<file path="src/rtl/mimosa_pkg.sv">
// Shared definitions for the mimosa caretaker: FSM states, stimulus words
// and indicator level names.
package mimosa_pkg;

  typedef enum logic [1:0] {
    IDLE = 2'd0,
    LOW  = 2'd1,
    HIGH = 2'd2
  } state_t;

  // Each stimulus drives exactly one bit of the mood model's ui_in[7:1].
  localparam logic [6:0] STIM_NONE   = 7'b0000000;
  localparam logic [6:0] STIM_SOOTHE = 7'b0000001;
  localparam logic [6:0] STIM_PLAY   = 7'b0000010;
  localparam logic [6:0] STIM_REST   = 7'b0000100;

  localparam logic [1:0] LVL_MIN = 2'd0;
  localparam logic [1:0] LVL_MAX = 2'd3;

endpackage

</file>
<file path="src/rtl/mimosa_phase_timer.sv">
// Counts the clk cycles of one model_clk phase and pulses done on the last
// cycle of that phase; held at zero while inactive.
module mimosa_phase_timer #(
  parameter int HALF_PERIOD = 4
) (
  input  logic clk,
  input  logic rst,
  input  logic active,
  output logic done
);

  logic [7:0] cnt_reg;

  assign done = active && (cnt_reg == 8'(HALF_PERIOD - 1));

  always_ff @(posedge clk or posedge rst) begin
    if (rst) begin
      cnt_reg <= 8'd0;
    end else if (!active || done) begin
      cnt_reg <= 8'd0;
    end else begin
      cnt_reg <= cnt_reg + 8'd1;
    end
  end

endmodule

</file>
<file path="src/rtl/mimosa_caretaker.sv">
// Generates the mood model clock and picks one care stimulus per model period
// from the indicator classes, with a cooldown and an emotion-change counter.
module mimosa_caretaker
  import mimosa_pkg::*;
#(
  parameter int HALF_PERIOD = 4,
  parameter int COOLDOWN    = 2
) (
  input  logic       clk,
  input  logic       rst,
  input  logic       en,
  input  logic [1:0] energy_ind,
  input  logic [1:0] stress_ind,
  input  logic [1:0] pleasure_ind,
  input  logic [7:0] emotion,
  output logic       model_clk,
  output logic [6:0] stim,
  output logic       busy,
  output logic [7:0] change_cnt
);

  state_t     state_reg, state_next;
  logic       phase_done;
  logic       enter_low;
  logic [6:0] stim_reg, stim_next, decided;
  logic [3:0] cool_reg, cool_next;
  logic [7:0] latch_reg, latch_next;
  logic       valid_reg, valid_next;
  logic [7:0] cnt_reg, cnt_next;

  mimosa_phase_timer #(
    .HALF_PERIOD(HALF_PERIOD)
  ) u_timer (
    .clk   (clk),
    .rst   (rst),
    .active(state_reg != IDLE),
    .done  (phase_done)
  );

  always_comb begin
    state_next = state_reg;
    case (state_reg)
      IDLE:    if (en) state_next = LOW;
      LOW:     if (phase_done) state_next = HIGH;
      HIGH:    if (phase_done) state_next = en ? LOW : IDLE;
      default: state_next = IDLE;
    endcase
  end

  assign enter_low = (state_next == LOW) && (state_reg != LOW);

  always_comb begin
    decided = STIM_NONE;
    if (stress_ind == LVL_MAX) begin
      decided = STIM_SOOTHE;
    end else if (pleasure_ind == LVL_MIN) begin
      decided = STIM_PLAY;
    end else if (energy_ind == LVL_MIN) begin
      decided = STIM_REST;
    end
  end

  // Stimulus and cooldown only move at LOW entry so stim is stable a full
  // phase before the rising model_clk edge.
  always_comb begin
    stim_next = stim_reg;
    cool_next = cool_reg;
    if (enter_low) begin
      if (cool_reg != 4'd0) begin
        stim_next = STIM_NONE;
        cool_next = cool_reg - 4'd1;
      end else begin
        stim_next = decided;
        if (decided != STIM_NONE) cool_next = 4'(COOLDOWN);
      end
    end else if (state_next == IDLE) begin
      stim_next = STIM_NONE;
    end
  end

  always_comb begin
    latch_next = latch_reg;
    valid_next = valid_reg;
    cnt_next   = cnt_reg;
    if (enter_low) begin
      latch_next = emotion;
      valid_next = 1'b1;
      if (valid_reg && (emotion != latch_reg) && (cnt_reg != 8'hFF)) begin
        cnt_next = cnt_reg + 8'd1;
      end
    end
  end

  always_ff @(posedge clk or posedge rst) begin
    if (rst) begin
      state_reg <= IDLE;
      stim_reg  <= STIM_NONE;
      cool_reg  <= 4'd0;
      latch_reg <= 8'd0;
      valid_reg <= 1'b0;
      cnt_reg   <= 8'd0;
    end else begin
      state_reg <= state_next;
      stim_reg  <= stim_next;
      cool_reg  <= cool_next;
      latch_reg <= latch_next;
      valid_reg <= valid_next;
      cnt_reg   <= cnt_next;
    end
  end

  assign model_clk  = (state_reg == HIGH);
  assign busy       = (state_reg != IDLE);
  assign stim       = stim_reg;
  assign change_cnt = cnt_reg;

endmodule
</file>
<file path="config.mk">
export PLATFORM = sky130hd
export DESIGN_NAME = mimosa_caretaker
export DESIGN_NICKNAME = d
export VERILOG_FILES = /design/src/rtl/mimosa_pkg.sv /design/src/rtl/mimosa_phase_timer.sv /design/src/rtl/mimosa_caretaker.sv
export SDC_FILE = /design/constraint.sdc
export NUM_CORES = 1
export LEC_CHECK = 0
export BUFFER_PORTS_ARGS = -buffer_cell sky130_fd_sc_hd__clkbuf_2
export CAP_MARGIN = 0
export CORE_MARGIN = 5
export CORE_UTILIZATION = 45
export CTS_CLUSTER_DIAMETER = 80
export DETAILED_ROUTE_END_ITERATION = 10
export HOLD_SLACK_MARGIN = 0.06
export PLACE_DENSITY = 0.67
export SETUP_SLACK_MARGIN = 0.1
export SLEW_MARGIN = 0
export SYNTH_ARGS = -nofsm -noshare
export SYNTH_HDL_FRONTEND = slang
export SYNTH_HIERARCHICAL = 1
export SYNTH_SLANG_ARGS = --single-unit
</file>
<file path="constraint.sdc">
create_clock -name clk -period 4.97 [get_ports clk]
set_input_delay 1.491 -clock clk [delete_from_list [all_inputs] [get_ports clk]]
set_output_delay 1.491 -clock clk [all_outputs]
set_load 0.01 [all_outputs]
</file>
== Yosys cells after proc, flatten, opt, wreduce, memory -nomap -nowiden ==
Cells that the tools add are included.
Widths: inputs -> output; s select.
Word-level totals
  register bits after elaboration: 38
  input bits: 17
  output and inout port bits: 17
  logic and storage cells: 49
Cells by class
  $add $sub $neg: 3
  eq/ne operators: 8
  muxes and demuxes: 14
  reduce and logical (&&, ||, !) cells: 17
Operators with widths (number)
  $mux 7: 3
  $add 8x1->8 const B: 2
  $mux 3: 3
  $eq 8x2->1 const B: 1
  $logic_not 2->1: 4
  $mux 4: 2
  $mux 8: 1
  $ne 8x8->1: 1
  $ne 8x8->1 const B: 1
  $reduce_bool 7->1: 1
  $mux 2: 3
  $pmux 2 s3: 1
  $reduce_bool 2->1: 3
  $eq 2x1->1 const B: 2
  $eq 2x2->1 const B: 2
  $logic_and 1x1->1: 4
  $reduce_and 2->1: 2
  $reduce_bool 4->1: 1
  $sub 4x1->4 const B: 1
  $ne 2x1->1 const B: 1
  $logic_not 1->1: 1
  $logic_or 1x1->1: 1
  $mux 1: 1

== Longest topological paths before layout ==
Gate-level depths: netlist of the first run.
  depth in word-level cells: 7
  mapped depth: 9
  gate-level depth less buffers: 8

== Modules after synthesis ==
Netlist of the first run, hierarchy kept.
Modules (own cells, without submodules)
  mimosa_caretaker: instances 1, cells each 132, area each 1280.0 um^2, sequential area each 650.6 um^2
  mimosa_phase_timer: instances 1, cells each 40, area each 402.9 um^2, sequential area each 200.2 um^2

== Worst setup path after synthesis of the first run ==
Ideal clock, no wire load.
  kind: register -> register
  start point: register u_timer.cnt_reg[2]
  end point: register cool_reg[3]
  setup time: 127 ps
  data arrival time: 2665 ps
  setup slack: 2177 ps
  stages on the path, launching flop included: 8
  buffers on the path: 0
  cell sequence: dfrtp_1 -> or4_4 -> nor4b_1 -> nor2b_4 -> nor3b_4 -> inv_2 -> or4_1 -> mux2_1
On the way
  word-level cells in the longest chain between the ends: 7
  elaborated cells between the ends (all ways): 8
  classes of those cells: 2 x eq/ne; 3 x mux; 3 x reduce/logical
RTL lines
  start: declaration: RTL line mimosa_phase_timer.sv:12  | logic [7:0] cnt_reg;
  start signal: assignment: RTL line mimosa_phase_timer.sv:22  | cnt_reg <= cnt_reg + 8'd1;
  $eq 8x2->1 (*): RTL line mimosa_phase_timer.sv:14  | assign done = active && (cnt_reg == 8'(HALF_PERIOD - 1));
  $logic_and 1x1->1 (*): RTL line mimosa_phase_timer.sv:14
  named net phase_done: RTL line mimosa_caretaker.sv:23  | logic phase_done;
  $mux 2, on equally long branches: RTL line mimosa_caretaker.sv:45, mimosa_caretaker.sv:44
  $pmux 2 s3 (*): RTL line mimosa_caretaker.sv:42  | case (state_reg)
  $eq 2x1->1 (*): RTL line mimosa_caretaker.sv:50  | assign enter_low = (state_next == LOW) && (state_reg != LOW);
  $logic_and 1x1->1 (*): RTL line mimosa_caretaker.sv:50
  $reduce_and 2->1 (no source line) (*)
  end signal: assignment: RTL line mimosa_caretaker.sv:105  | cool_reg <= cool_next;
  end: declaration: RTL line mimosa_caretaker.sv:26  | logic [3:0] cool_reg, cool_next;
Mark *: on every way through the listed nets, which the timed path passes. The rest lies on a longest branch.
A chain may end at the register's enable or synchronous reset.

== Worst setup path in the final report of the first run ==
Same ends and word-level chain as after synthesis.

==> results of run 1 <==
[power by group]
group / internal [uW] / switching [uW]
sequential: 367 / 89.4
clock: 111 / 99.9
combinational: 148 / 175
total: 627 / 364
[cells in the final DEF, fill, tap and decap left out, types with 2 or more instances in the layout]
master,count
a21oi_1,4
a22o_1,2
clkbuf_2,29
clkbuf_8,6
conb_1,4
dfrtp_1,34
ha_1,3
inv_1,9
nand2_1,37
nand2b_1,2
nand3_1,8
nand4_1,3
nor2_1,11
nor4_1,2
o21ai_0,10
or2_2,2
or3_1,3
xnor2_1,8
xor2_1,10
[metrics by stage]
step	total power, uW	std cells	util, %	hold WS (ns)
floorplan	692	175	-	0.440
global placement	768	247	51.3	0.460
detailed placement	792	247	51.3	0.462
global route	1080	255	54.0	0.509
finish	991	255	54.0	0.482
CTS	1010	255	54.0	0.487
[worst max-delay path, cell delays in order (launching register included)]
cell     delay, ns
dfrtp_1       0.44
or4_4         0.56
nor4b_1       0.63
nor2b_4       0.09
nor3b_4       0.52
inv_2         0.19
or4_1         0.45
mux2_1        0.33
[routing by layer]
layer / wire [um] / GRT usage, %
met1: 1410 / 17.4
met2: 1610 / 24.5
met3: 222 / 4.69
met4: 40 / 5.43
met5: 0 / 0
[cells by family (layout without fill, tap and decap cells)]
group	count (synthesis)	in the layout
AO/OA/AOI/OAI	20	20
AND/OR/NAND/NOR	79	79
flip-flops	34	34
other	1	4
adder cells (fa/ha/maj)	3	3
XOR/XNOR	18	18
multiplexers	2	2
buffers and inverters	15	47
[worst min path at each step]
stage / slack, ns / endpoint / depth (start not counted) / startpoint
floorplan: 0.44 / valid_reg / 1 / valid_reg
global placement: 0.46 / valid_reg / 1 / valid_reg
detailed placement: 0.46 / valid_reg / 1 / valid_reg
CTS: 0.49 / valid_reg / 1 / valid_reg
global route: 0.51 / valid_reg / 1 / valid_reg
finish: 0.48 / valid_reg / 1 / valid_reg
[cell type report]
type / count / area (sq um)
clock buffer: 6 / 82.6
timing repair buffer: 29 / 145
tap: 48 / 60.1
fill: 336 / 1670
multi-input combinational: 126 / 772
clock inverter: 2 / 12.5
sequential: 34 / 851
inverter: 10 / 37.5
==> impl_metrics.yaml, run 1 <==
synthesis:
  synth_compound_gate_area_share_pct: 8.33
  synthesis.area_per_instance_sq_um: 9.78
  post-synth-top-count-cell: "nand2_1"
  synth_commonest_cells: "nand2_1, dfrtp_1, nor2_1, o21ai_0, xor2_1"
  synth_mux_area_share_pct: 1.34
  post_synth_instance_area_sq_mm: 0.00168
  postSynth.asyncResetShare_pct: 100
  synth.top_cells.by_area: "dfrtp_1, nand2_1, xor2_1, xnor2_1, o21ai_0"
  largest_family_of_logic_cells_by_synthesized_area: "simple AND/OR/NAND/NOR gates"
  largest_area_contributor_in_the_synthesized_netlist: "dfrtp_1"
  count_of_different_cell_masters_after_synthesis: 37
  ys_ff_latch: 34
  synth_xor_area_share_pct: 9.37
  yosys.area_share.adder_pct: 2.23
  synth_edf_count: 0
  yosys.area_share.simple_pct: 23.7
  synthCells: 172
  synth.yosys.seq_area_share_pct: 50.6
  most_used_dff_post_synth: "dfrtp_1"
  yosys_warnings: 6
  synthDominantCellAreaShare_pct: 50.6
floorplanning:
  fp.dieArea_sq_mm: 0.00506
  effective_utilization_at_floorplan_pct: 46.3
  boundaryPins: 34
  chipWidth_um: 71.2
  die_height_um: 71.2
  num_rows: 22
  core_region_area_sq_mm: 0.00363
cts:
  clock_latency_ns: 0.28
  cts.repair.resized: 0
  cts_hold_repair.buffers: 0
  number_of_h_tree_branching_levels: 2
  cts_tree: "built"
  post_cts_setup_buffer_count: 0
  cts.sink_count: 34
  cts_made_buffers: 5
  clock_path_buffers: 2
  cts.reportedPaths.clkPinSlew_ns: 0.07
  cts.root.buffer_cell: "clkbuf_8"
sta:
  hold_violations: 0
  setup_tns_ns: 0
  grt_setup_unrepaired: "false"
  timing.final.crit_share_pct: 66.8
  finalMaxSlewViolations: 0
  timing.clock.skew_ns: 0.0108
  final_worst_setup_slack_ns: 1.65
  slew_headroom_pct: 33.9
  fmaxAchievable_mhz: 301
  max_slew.worst_pin.slew_ns: 0.990
  setup_violations: 0
  layout_min_cycle_time_ns: 3.32
grt:
  grtUsageTotal_pct: 14.6
  grt_remaining_overflow: 0
  pin_count_of_the_biggest_net_entering_global_routing: 27
  antenna_found_initial: 0
  first_global_vias: 1360
  grt_first_pass_wirelength_um: 5950
critical_path:
  path_class: "reg -> reg"
  timing.critical_path.required_ns: 5.14
  critPathLaunch: "u_timer/cnt_reg[2]"
  timing.critical_path.to_type: "flop"
  crit_path_start_kind: "flop"
  reg2reg_from: "u_timer/cnt_reg[2]"
  critPathArrivalTime_ns: 3.49
  worst-path-max-fanout: 14
  setup.worst_path.end: "cool_reg[3]"
  worst_r2r_path_depth: 7
  r2r_slack_ns: 1.65
  reg2reg_to: "cool_reg[3]"
detailed_routing:
  detail_route.wirelength_um: 3280
  drc: 0
  ant_nets: 0
  drt-wirelength-per-cell_um: 12.9
  detail_route.first_pass.iterations: 4
  drt_iter0_drc: 114
  routed_via_density: 5.04
  vias: 1286
job:
  drv.max_cap_violation_count: 0
layout:
  final_nets: 226
  synthToLayoutAreaGrowth_pct: 16.5
  layout.cell_area.non_filler_sq_mm: 0.00196
  num_antenna_cells: 0
  layout-drive-gt1-share_pct: 21.7
outcome:
  status: "finished clean"
placed_design:
  dp_hpwl_um: 2560
  cell_area_reported_after_detailed_placement_sq_mm: 0.00187
  pre_cts_ws_ns: 1.60
  gpl.final_weighted_congestion: 0.772
  placement.io_buffers: 29
worst_hold_path:
  hold_path_class: "reg -> reg"
pwr:
  cellLeakagePower_uw: 0.000943
  worst_supply_voltage_drop_on_vdd_v: 0.000271
  cellPowerDensity_mw_per_mm2: 506
Note: power is estimated with default switching activity, not from simulation.
==> run 2, diff against run 1 <==
- ABC_AREA: default -> 1
- clock period: 4.97 -> 3.1 ns (I/O delays scaled with it)
==> run 2 against run 1 <==
Compared with the run above:
- critical path depth up 5
- largest power group unchanged
- final cell count up 34%
- highest routed layer unchanged
- non-clock buffer count up 2
==> impl_metrics.yaml, run 2 <==
placed_design:
  gpl.final_weighted_congestion: 0.717
  cell_area_reported_after_detailed_placement_sq_mm: 0.00208
  dp_hpwl_um: 2540
  placement.io_buffers: 29
cts:
  cts.repair.resized: 0
  cts_made_buffers: 5
  clock_latency_ns: 0.28
  cts.root.buffer_cell: "clkbuf_8"
  cts_tree: "built"
  clock_path_buffers: 2
  cts.sink_count: 34
  post_cts_setup_buffer_count: 0
  number_of_h_tree_branching_levels: 2
  cts_hold_repair.buffers: 0
  cts.reportedPaths.clkPinSlew_ns: 0.07
critical_path:
  timing.critical_path.required_ns: 3.28
  critPathLaunch: "u_timer/cnt_reg[0]"
  timing.critical_path.to_type: "flop"
  critPathArrivalTime_ns: 2.28
  crit_path_start_kind: "flop"
  reg2reg_to: "change_cnt[4]"
  r2r_slack_ns: 0.99
  worst-path-max-fanout: 9
  reg2reg_from: "u_timer/cnt_reg[0]"
  worst_r2r_path_depth: 12
  path_class: "reg -> reg"
synthesis:
  largest_area_contributor_in_the_synthesized_netlist: "dfrtp_1"
  synth.yosys.seq_area_share_pct: 44.9
  most_used_dff_post_synth: "dfrtp_1"
  yosys_warnings: 6
  synthDominantCellAreaShare_pct: 44.9
  post-synth-top-count-cell: "nand2_1"
  synth_commonest_cells: "nand2_1, inv_1, dfrtp_1, nand3_1, nor2_1"
  synthesis.area_per_instance_sq_um: 7.42
  synthCells: 255
  count_of_different_cell_masters_after_synthesis: 24
  synth_edf_count: 0
  ys_ff_latch: 34
  postSynth.asyncResetShare_pct: 100
  post_synth_instance_area_sq_mm: 0.00189
  synth.top_cells.by_area: "dfrtp_1, nand2_1, inv_1, nand3_1, nor2_1"
sta:
  setup_violations: 0
  timing.clock.skew_ns: 0.00726
  setup_tns_ns: 0
  grt_setup_unrepaired: "false"
  layout_min_cycle_time_ns: 2.11
  fmaxAchievable_mhz: 475
  timing.final.crit_share_pct: 67.9
  hold_violations: 0
  finalMaxSlewViolations: 0
layout:
  layout-drive-gt1-share_pct: 17.5
  final.fill_count: 394
  final_nets: 310
  most_common_cell_after_layout_fill_and_taps_aside: "nand2_1"
  layout.cell_area.non_filler_sq_mm: 0.00217
  num_antenna_cells: 0
  most-common-layout-cells: "nand2_1, inv_1, dfrtp_1"
  synthToLayoutAreaGrowth_pct: 14.7
floorplanning:
  boundaryPins: 34
  num_rows: 23
  die_height_um: 74.9
  core_region_area_sq_mm: 0.00403
  effective_utilization_at_floorplan_pct: 47.0
  chipWidth_um: 74.9
  fp.dieArea_sq_mm: 0.00560
job:
  drv.max_cap_violation_count: 0
grt:
  pin_count_of_the_biggest_net_entering_global_routing: 27
  antenna_found_initial: 0
  grt_remaining_overflow: 0
  grt_first_pass_wirelength_um: 5960
  first_global_vias: 1405
  grtUsageTotal_pct: 13.8
detailed_routing:
  drt-wirelength-per-cell_um: 9.86
  vias: 1558
  drc: 0
  detail_route.first_pass.iterations: 4
  drt_iter0_drc: 120
  detail_route.wirelength_um: 3360
  routed_via_density: 4.57
  ant_nets: 0
worst_hold_path:
  timing.hold.worst_endpoint: "valid_reg"
  min_from: "valid_reg"
  hold_path_class: "reg -> reg"
  whs_path_depth: 1
pwr:
  cellPowerDensity_mw_per_mm2: 746
  design_power_total_uw: 1620
  worst_supply_voltage_drop_on_vdd_v: 0.000428
  cellLeakagePower_uw: 0.00117
outcome:
  status: "finished clean"
## run 2: cell type report
class	count	area (sq um)	share of cell area [%]
flip-flops and latches	34	851	39.2
inverters	36	135	6.22
well taps	50	62.6	2.88
clock buffers	7	86.3	3.97
clock inverters	1	5.00	0.230
repair buffers	31	160	7.37
multi-input cells	182	872	40.1
## run 2: cell families after synthesis
logic type      share of synthesized area (%)
other cells                             0.198
simple gates                             34.3
compound gates                           4.36
flops                                    44.9
xor+xnor                                 4.63
fa+ha+maj                                1.98
buf+inv                                  9.58
## run 2: worst max path at each step
| stage | to | slack, ns | cells past startpoint |
|---|---|---|---|
| after floorplan | cool_reg[2] | 1.29 | 12 |
| after global placement | change_cnt[0] | 1.05 | 12 |
| after detailed placement | change_cnt[4] | 1.02 | 12 |
| after CTS | change_cnt[4] | 0.99 | 12 |
| after global routing | change_cnt[2] | 0.73 | 12 |
| final | change_cnt[4] | 0.99 | 12 |
## run 2: stage by stage
step	setup slack [ns]	hold slack, ns	utilization [%]	instances
final	0.994	0.476	53.9	341
after global routing	0.735	0.506	53.9	341
after CTS	0.992	0.479	53.9	341
after detailed placement	1.02	0.461	51.6	333
after global placement	1.05	0.457	51.6	333
after floorplan	1.29	0.440	-	258
## run 2: worst max-delay path: stages, from the launching register on
cell and delay (ns):
dfrtp_1 0.40, ha_1 0.24, nand2_1 0.07, nor2_1 0.11, nand2_1 0.09, nor2_1 0.20
nor2_2 0.10, inv_1 0.10, nand3_1 0.12, nor2_4 0.25, nand2_2 0.17, nand2_1 0.10
nand2_1 0.05
## run 2: where the power goes
group | switching [uW] | internal, uW
registers | 121 | 579
logic | 351 | 235
clock network | 156 | 179
total | 628 | 993
## run 2: metal layers
metal | vias up | global-route usage [%] | routed length (um)
met5 | - | 0 | 0
li1 | 844 | - | -
met1 | 685 | 18.4 | 1620
met4 | 0 | 5.93 | 54
met3 | 5 | 4.01 | 170
met2 | 24 | 21.0 | 1520
